$ cat src/rtl/rx_fcs_pkg.sv
// Shared constants, state encoding and helpers for the receive FCS check stage.
package rx_fcs_pkg;

    localparam logic [31:0] CRC_POLY      = 32'hEDB8_8320;
    localparam logic [31:0] CRC_INIT      = 32'hFFFF_FFFF;
    localparam logic [31:0] CRC_RESIDUE   = 32'hDEBB_20E3;
    localparam logic [15:0] MIN_FRAME_LEN = 16'd64;

    typedef enum logic {
        ST_IDLE  = 1'b0,
        ST_FRAME = 1'b1
    } rx_state_e;

    // One reflected CRC-32 byte step, LSB of the byte first.
    function automatic logic [31:0] crc32_byte(input logic [31:0] crc, input logic [7:0] data);
        logic [31:0] c;
        c = crc ^ {24'h0, data};
        for (int i = 0; i < 8; i++) begin
            c = c[0] ? ((c >> 1) ^ CRC_POLY) : (c >> 1);
        end
        return c;
    endfunction

    function automatic logic [31:0] sat_inc32(input logic [31:0] v);
        return (v == 32'hFFFF_FFFF) ? v : v + 32'd1;
    endfunction

endpackage

$ cat src/rtl/crc32_d32_be.sv
// Combinational CRC-32 update over the first nbytes (1..4) of a word, byte 0 on [31:24].
module crc32_d32_be
    import rx_fcs_pkg::*;
(
    input  logic [31:0] crc_in,
    input  logic [31:0] data_in,
    input  logic [2:0]  nbytes,
    output logic [31:0] crc_out
);

    logic [31:0] crc_b1;
    logic [31:0] crc_b2;
    logic [31:0] crc_b3;
    logic [31:0] crc_b4;

    assign crc_b1 = crc32_byte(crc_in, data_in[31:24]);
    assign crc_b2 = crc32_byte(crc_b1, data_in[23:16]);
    assign crc_b3 = crc32_byte(crc_b2, data_in[15:8]);
    assign crc_b4 = crc32_byte(crc_b3, data_in[7:0]);

    always_comb begin
        case (nbytes)
            3'd1:    crc_out = crc_b1;
            3'd2:    crc_out = crc_b2;
            3'd3:    crc_out = crc_b3;
            default: crc_out = crc_b4;
        endcase
    end

endmodule

$ cat config.mk
export PLATFORM = sky130hd
export DESIGN_NAME = crc32_d32_be
export DESIGN_NICKNAME = d
export VERILOG_FILES = /design/src/rtl/rx_fcs_pkg.sv /design/src/rtl/crc32_d32_be.sv
export SDC_FILE = /design/constraint.sdc
export NUM_CORES = 1
export LEC_CHECK = 0
export CORE_MARGIN = 2
export CORE_UTILIZATION = 59
export DETAILED_ROUTE_END_ITERATION = 10
export PLACE_DENSITY = 0.93
export SYNTH_ARGS = -nofsm -noshare
export SYNTH_HDL_FRONTEND = slang
export SYNTH_SLANG_ARGS = --single-unit
$ cat constraint.sdc
create_clock -name vclk -period 12.7
set_input_delay 2.54 -clock vclk [all_inputs]
set_output_delay 2.54 -clock vclk [all_outputs]
set_load 0.02 [all_outputs]
==> results of run 1 <==
[tightest hold or removal path, delay by kind of cell]
| family | cells | cell delay [ns] |
|---|---|---|
| AOI/OAI and AO/OA | 2 | 0.18 |
| xor gates and xnor gates | 1 | 0.16 |
| buffers and inverters | 2 | 1.13 |
[cell usage after synthesis (8+ instances only)]
master	count	area [um^2]
a21oi_1	11	55.1
xnor2_2	16	260
xnor2_4	8	220
xnor3_1	33	743
xor2_1	60	526
o22ai_1	13	81.3
nor2_1	13	48.8
o221ai_1	8	70.1
a22oi_1	12	90.1
clkbuf_1	11	41.3
xnor2_1	183	1600
o21ai_0	11	55.1
[worst min path at each step]
stage,start,end,slack (ns),cells past startpoint
CTS,crc_in[19],crc_out[11],6.55,5
finish,crc_in[19],crc_out[11],6.56,5
global placement,crc_in[19],crc_out[11],6.54,5
floorplan,nbytes[2],crc_out[21],5.36,2
global route,crc_in[12],crc_out[4],6.59,5
detailed placement,crc_in[19],crc_out[11],6.54,5
[cell families after synthesis]
logic type      synth area share (%)
simple gates                    3.10
buf+inv                         1.29
mux                             1.32
compound gates                  11.6
xor+xnor                        82.7
[stage by stage]
stage / instances / hold slack [ns] / setup slack, ns
after floorplan: 454 / 5.36 / 3.73
after global placement: 646 / 6.54 / 2.56
after CTS: 646 / 6.55 / 2.35
final: 646 / 6.56 / 2.30
after detailed placement: 646 / 6.54 / 2.35
after global routing: 646 / 6.59 / 2.09
[routing by layer]
metal  vias to the layer above  global-route usage, %
met5                         -                      0
li1                       1754                      -
met4                         0                   8.46
met3                        50                   4.64
met2                       321                   60.4
met1                      1913                   49.8
[layout make-up]
cell class	count	share of cell area, %
Timing Repair Buffer	103	17.8
Tap cell	102	2.22
Inverter	3	0.196
Multi-Input combinational cell	438	79.8
==> results_dict.tcl, run 1 <==
set metrics [dict create \
    status "completed" \
    initial_utilization_pct 60.5 \
    worst-setup-path-type "input port to primary output" \
    final_antenna_net_count 0 \
    cp_max_fo 10 \
    tightest_slew_ns 1.03 \
    wl_met1_um 5920 \
    fmax_mhz 96.1 \
    mostFrequentLayoutCell "xnor2_1" \
    pin_count 99 \
    startpoint "data_in[24]" \
    n_antenna_cell 0 \
    portBuffers 99 \
    layout.nets 613 \
    finalHoldViolCount 0 \
    wire_per_inst_um 23.9 \
    rsz0062_at_grt "false" \
    via_per_inst 6.25 \
    postCtsHoldBufs 0 \
    crit_buf_inv 2 \
    setup_viol 0 \
    wirelength_um 15500 \
    synth_nets 521 \
    synthToLayoutAreaGrowth_pct 23.7 \
    die_w_um 92.8 \
    fin_area_um2 5750 \
    grt_pass1_vias 4095 \
    multiInputGateArea_um2 4590 \
    n_clock_buffer 0 \
    period_minus_slack_ns 10.40 \
    vias 4038 \
    slowest_delay_ns 0.63 \
    die_area_um2 8600 \
    fin_util_pct 74.8 \
    first_iter_violations 491 \
    grt_max_degree 33 \
    max_cap_viol_count 0 \
    dpl.hpwl_um 12600 \
    drc 0 \
    post_cts_buffers 0 \
    rows 32 \
    startpoint_type "input port" \
    worst_setup_path_end_kind "primary output" \
    netlist_instances 454 \
    seq_cells 0 \
    wl_met2_um 7240 \
    ys_warn_count 0 \
    hold_path_class "input port to primary output" \
    path_depth 12 \
    setup_tns_ns 0 \
    dr.pass1.iters 6 \
    crit_slowest_cell "clkdlybuf4s50_1" \
    syn_area_um2 4650 \
    antenna_found_initial 0 \
    grt_pass1_wl_um 23400 \
    cpMostUsedCell "xnor2_4" \
    layout-drive-gt1-share_pct 8.09 \
    globalplace.congestion 0.984 \
    core_um2 7690 \
    track_usage_pct 36.1 \
    routed.top_layer "met4" \
    endpoint "crc_out[19]" \
    synth_cell_types 41 \
    slew_headroom_pct 30.9 \
    crit_family "XOR/XNOR gates" \
    cp_cell_sequence "clkdlybuf4s50_1 -> xnor2_4 -> xnor3_2 -> xor2_2 -> xnor3_2 -> xnor2_4 -> xnor3_1 -> xnor2_4 -> xor2_2 -> mux2i_1 -> mux2i_1 -> clkdlybuf4s50_1" \
    drv_slew 0 \
    final_cell_mix "183 x xnor2_1, 99 x clkdlybuf4s50_1, 60 x xor2_1" \
    period_share_pct 81.9 \
    syn_avg_cell_area_um2 10.2 \
    required_ns 10.16 \
    synth_seq_area_share_pct 0 \
    arrival_ns 7.86 \
    dpl_cell_area_um2 5750 \
    cts.repair.resized 0 \
    fill_cells 606 \
    wl_met3_um 1830 \
    grt_overflow_total 0 \
    regArea_um2 0 \
    fp.dieH_um 92.8 \
]
Power of run 1 is not shown: default switching activity piles up to over one toggle a cycle in this logic, so the estimate is an artifact.
==> run 2: changes to the inputs <==
--- a/config.mk
+++ b/config.mk
@@ -6,9 +6,9 @@
 export NUM_CORES = 1
 export LEC_CHECK = 0
 export CORE_MARGIN = 2
-export CORE_UTILIZATION = 59
+export CORE_UTILIZATION = 50
 export DETAILED_ROUTE_END_ITERATION = 10
-export PLACE_DENSITY = 0.93
+export PLACE_DENSITY = 0.84
 export SYNTH_ARGS = -nofsm -noshare
 export SYNTH_HDL_FRONTEND = slang
 export SYNTH_SLANG_ARGS = --single-unit
==> constraint.sdc (replaced) <==
create_clock -name vclk -period 8.85
set_input_delay 1.77 -clock vclk [all_inputs]
set_output_delay 1.77 -clock vclk [all_outputs]
set_load 0.02 [all_outputs]
==> results_dict.tcl, run 2 (synthesis results as in run 1) <==
set metrics [dict create \
    status "completed" \
    drc 0 \
    n_antenna_cell 0 \
    portBuffers 99 \
    setup_tns_ns 0 \
    mostFrequentLayoutCell "xnor2_1" \
    layout.nets 632 \
    dpl.hpwl_um 13100 \
    endpoint "crc_out[26]" \
    cts.repair.resized 0 \
    cp_max_fo 6 \
    post_cts_buffers 0 \
    wire_per_inst_um 23.3 \
    worst-setup-path-type "input port to primary output" \
    period_minus_slack_ns 8.52 \
    wirelength_um 15700 \
    setup_viol 0 \
    first_iter_violations 415 \
    core_um2 9110 \
    regArea_um2 0 \
    synthToLayoutAreaGrowth_pct 27.0 \
    hold_path_class "input port to primary output" \
    dr.pass1.iters 5 \
    arrival_ns 6.75 \
    fp.dieH_um 100 \
    final_cell_mix "183 x xnor2_1, 99 x clkdlybuf4s50_1, 60 x xor2_1" \
    startpoint_type "input port" \
    fmax_mhz 117 \
    vias 4040 \
    grt_pass1_vias 4156 \
    die_area_um2 10100 \
    pin_count 99 \
    finalHoldViolCount 0 \
    rsz0062_at_grt "false" \
    tightest_slew_ns 1.12 \
    n_clock_buffer 0 \
    drv_slew 0 \
    slew_headroom_pct 25.4 \
    seq_cells 0 \
    die_w_um 100 \
    grt_max_degree 33 \
    worst_setup_path_end_kind "primary output" \
    via_per_inst 5.99 \
    rows 35 \
    grt_pass1_wl_um 24000 \
    startpoint "data_in[28]" \
    final_antenna_net_count 0 \
    antenna_found_initial 0 \
    grt_overflow_total 0 \
    initial_utilization_pct 51.0 \
    postCtsHoldBufs 0 \
    layout-drive-gt1-share_pct 11.2 \
    globalplace.congestion 1.01 \
    max_cap_viol_count 0 \
    period_share_pct 96.3 \
    track_usage_pct 31.6 \
    required_ns 7.08 \
]
## run 2: layer usage
| metal | GRT usage (%) | wire length, um | up-vias |
|---|---|---|---|
| met4 | 8.54 | 518 | 0 |
| li1 | - | - | 1792 |
| met2 | 51.7 | 7130 | 295 |
| met5 | 0 | 0 | - |
| met1 | 43.7 | 6270 | 1915 |
| met3 | 4.87 | 1790 | 38 |
## run 2: worst min-delay path by stage
stage / start / end / slack, ns / depth (start not counted)
4_1_cts: crc_in[19] / crc_out[11] / 5.01 / 5
5_1_grt: crc_in[15] / crc_out[7] / 5.06 / 5
2_1_floorplan: nbytes[2] / crc_out[21] / 3.82 / 2
3_3_place_gp: crc_in[19] / crc_out[11] / 4.99 / 5
3_5_place_dp: crc_in[15] / crc_out[7] / 4.99 / 5
6_report: crc_in[19] / crc_out[11] / 4.99 / 5
## run 2: metrics by stage
stage | instances | setup slack [ns] | utilization (%) | hold slack (ns) | cell area (um^2)
after global routing | 674 | 0.0918 | 64.8 | 5.06 | 5900
after CTS | 674 | 0.366 | 64.8 | 5.01 | 5900
after global placement | 674 | 0.410 | 64.8 | 4.99 | 5900
final | 674 | 0.328 | 64.8 | 4.99 | 5900
after detailed placement | 674 | 0.373 | 64.8 | 4.99 | 5900
after floorplan | 454 | 1.42 | - | 3.82 | 4650
## run 2: cell type report
cell class                 count  area [um^2]
multi-input combinational    438         4590
fill                         800         3210
timing repair buffer         122         1160
tap                          111          139
inverter                       3         11.3
## run 2: critical path, cell delays in order
cell             delay [ns]
clkdlybuf4s50_1        0.58
xor3_1                 0.54
xnor2_1                0.49
xnor2_2                0.25
xnor3_1                0.63
xnor2_4                0.35
xor2_2                 0.37
xnor2_2                0.25
xnor2_2                0.35
xnor3_1                0.38
o21ai_0                0.16
clkdlybuf4s50_1        0.63
Power of run 2 is left out for the same reason.
==> run 3: changes to the inputs <==
--- a/config.mk
+++ b/config.mk
@@ -5,10 +5,11 @@
 export SDC_FILE = /design/constraint.sdc
 export NUM_CORES = 1
 export LEC_CHECK = 0
+export CORE_ASPECT_RATIO = 0.75
 export CORE_MARGIN = 2
-export CORE_UTILIZATION = 50
+export CORE_UTILIZATION = 55
 export DETAILED_ROUTE_END_ITERATION = 10
-export PLACE_DENSITY = 0.84
+export PLACE_DENSITY = 0.87
 export SYNTH_ARGS = -nofsm -noshare
 export SYNTH_HDL_FRONTEND = slang
 export SYNTH_SLANG_ARGS = --single-unit
==> constraint.sdc (replaced) <==
create_clock -name vclk -period 8.95
set_input_delay 1.79 -clock vclk [all_inputs]
set_output_delay 1.79 -clock vclk [all_outputs]
set_load 0.02 [all_outputs]
==> results_dict.tcl, run 3 (synthesis results as in run 1) <==
set metrics [dict create \
    synthToLayoutAreaGrowth_pct 27.7 \
    globalplace.congestion 1.02 \
    final_antenna_net_count 0 \
    cts.repair.resized 0 \
    final_cell_mix "183 x xnor2_1, 99 x clkdlybuf4s50_1, 60 x xor2_1" \
    required_ns 7.16 \
    wirelength_um 15800 \
    finalHoldViolCount 0 \
    startpoint_type "input port" \
    period_share_pct 97.8 \
    n_clock_buffer 0 \
    holdWs_ns 5.02 \
    max_cap_viol_count 0 \
    whs_path_depth 5 \
    worst_setup_path_end_kind "primary output" \
    cp_max_fo 6 \
    layout.nets 637 \
    setup_tns_ns 0 \
    vias 3999 \
    drv_slew 0 \
    regArea_um2 0 \
    dr.pass1.iters 5 \
    setup_viol 0 \
    worst-setup-path-type "input port to primary output" \
    rsz0062_at_grt "false" \
    initial_utilization_pct 55.7 \
    grt_max_degree 27 \
    seq_cells 0 \
    tightest_slew_ns 1.08 \
    mostFrequentLayoutCell "xnor2_1" \
    post_cts_buffers 0 \
    dpl.hpwl_um 13500 \
    fin_util_pct 71.1 \
    fin_cells 676 \
    die_area_um2 9210 \
    grt_pass1_vias 4115 \
    arrival_ns 6.96 \
    postCtsHoldBufs 0 \
    grt_pass1_wl_um 24000 \
    hold_path_class "input port to primary output" \
    fp.dieH_um 83.6 \
    wire_per_inst_um 23.4 \
    first_iter_violations 481 \
    post-place-cells 676 \
    pin_count 99 \
    die_w_um 110 \
    antenna_found_initial 0 \
    grt_overflow_total 0 \
    via_per_inst 5.92 \
    fmax_mhz 114 \
    core_um2 8350 \
    n_antenna_cell 0 \
    portBuffers 99 \
    drc 0 \
    status "completed" \
    track_usage_pct 35.1 \
    period_minus_slack_ns 8.75 \
    layout-drive-gt1-share_pct 12.0 \
    rows 29 \
    slew_headroom_pct 28.0 \
]
==> run 3: changes by cell type in the layout (fill, tap and decap cells not counted), sizes merged <==
cell	before	now
buf	23	28
==> run 3: per-layer routing <==
metal	vias to the layer above	GRT usage [%]	wire length, um
met2	265	52.1	6760
met3	12	8.04	2120
met5	-	0	0
li1	1799	-	-
met4	0	3.98	184
met1	1923	53.3	6750
==> run 3: metrics by stage <==
stage / setup WS, ns / cell area (um^2)
floorplan: 1.48 / 4650
global placement: 0.285 / 5940
detailed placement: 0.274 / 5940
CTS: 0.277 / 5940
global route: 0.0557 / 5940
finish: 0.199 / 5940
==> run 3: layout make-up <==
| type | count | area [um^2] |
|---|---|---|
| fillers | 662 | 2410 |
| well taps | 108 | 135 |
| multi-input cells | 438 | 4590 |
| inverters | 3 | 11.3 |
| repair buffers | 127 | 1200 |
==> run 3: worst max-delay path, stage by stage <==
cell             delay (ns)
clkdlybuf4s50_1        0.48
xnor2_2                0.44
buf_4                  0.23
xnor3_1                0.32
xnor2_2                0.34
xnor3_1                0.59
xnor2_4                0.36
xor2_2                 0.43
xnor2_2                0.29
xnor2_2                0.49
xnor3_1                0.42
o21ai_0                0.15
clkdlybuf4s50_1        0.62
==> run 3: final timing paths <==
check,startpoint,endpoint
hold / removal,crc_in[15],crc_out[7]
setup / recovery,data_in[27],crc_out[26]
Power of run 3 is left out for the same reason.
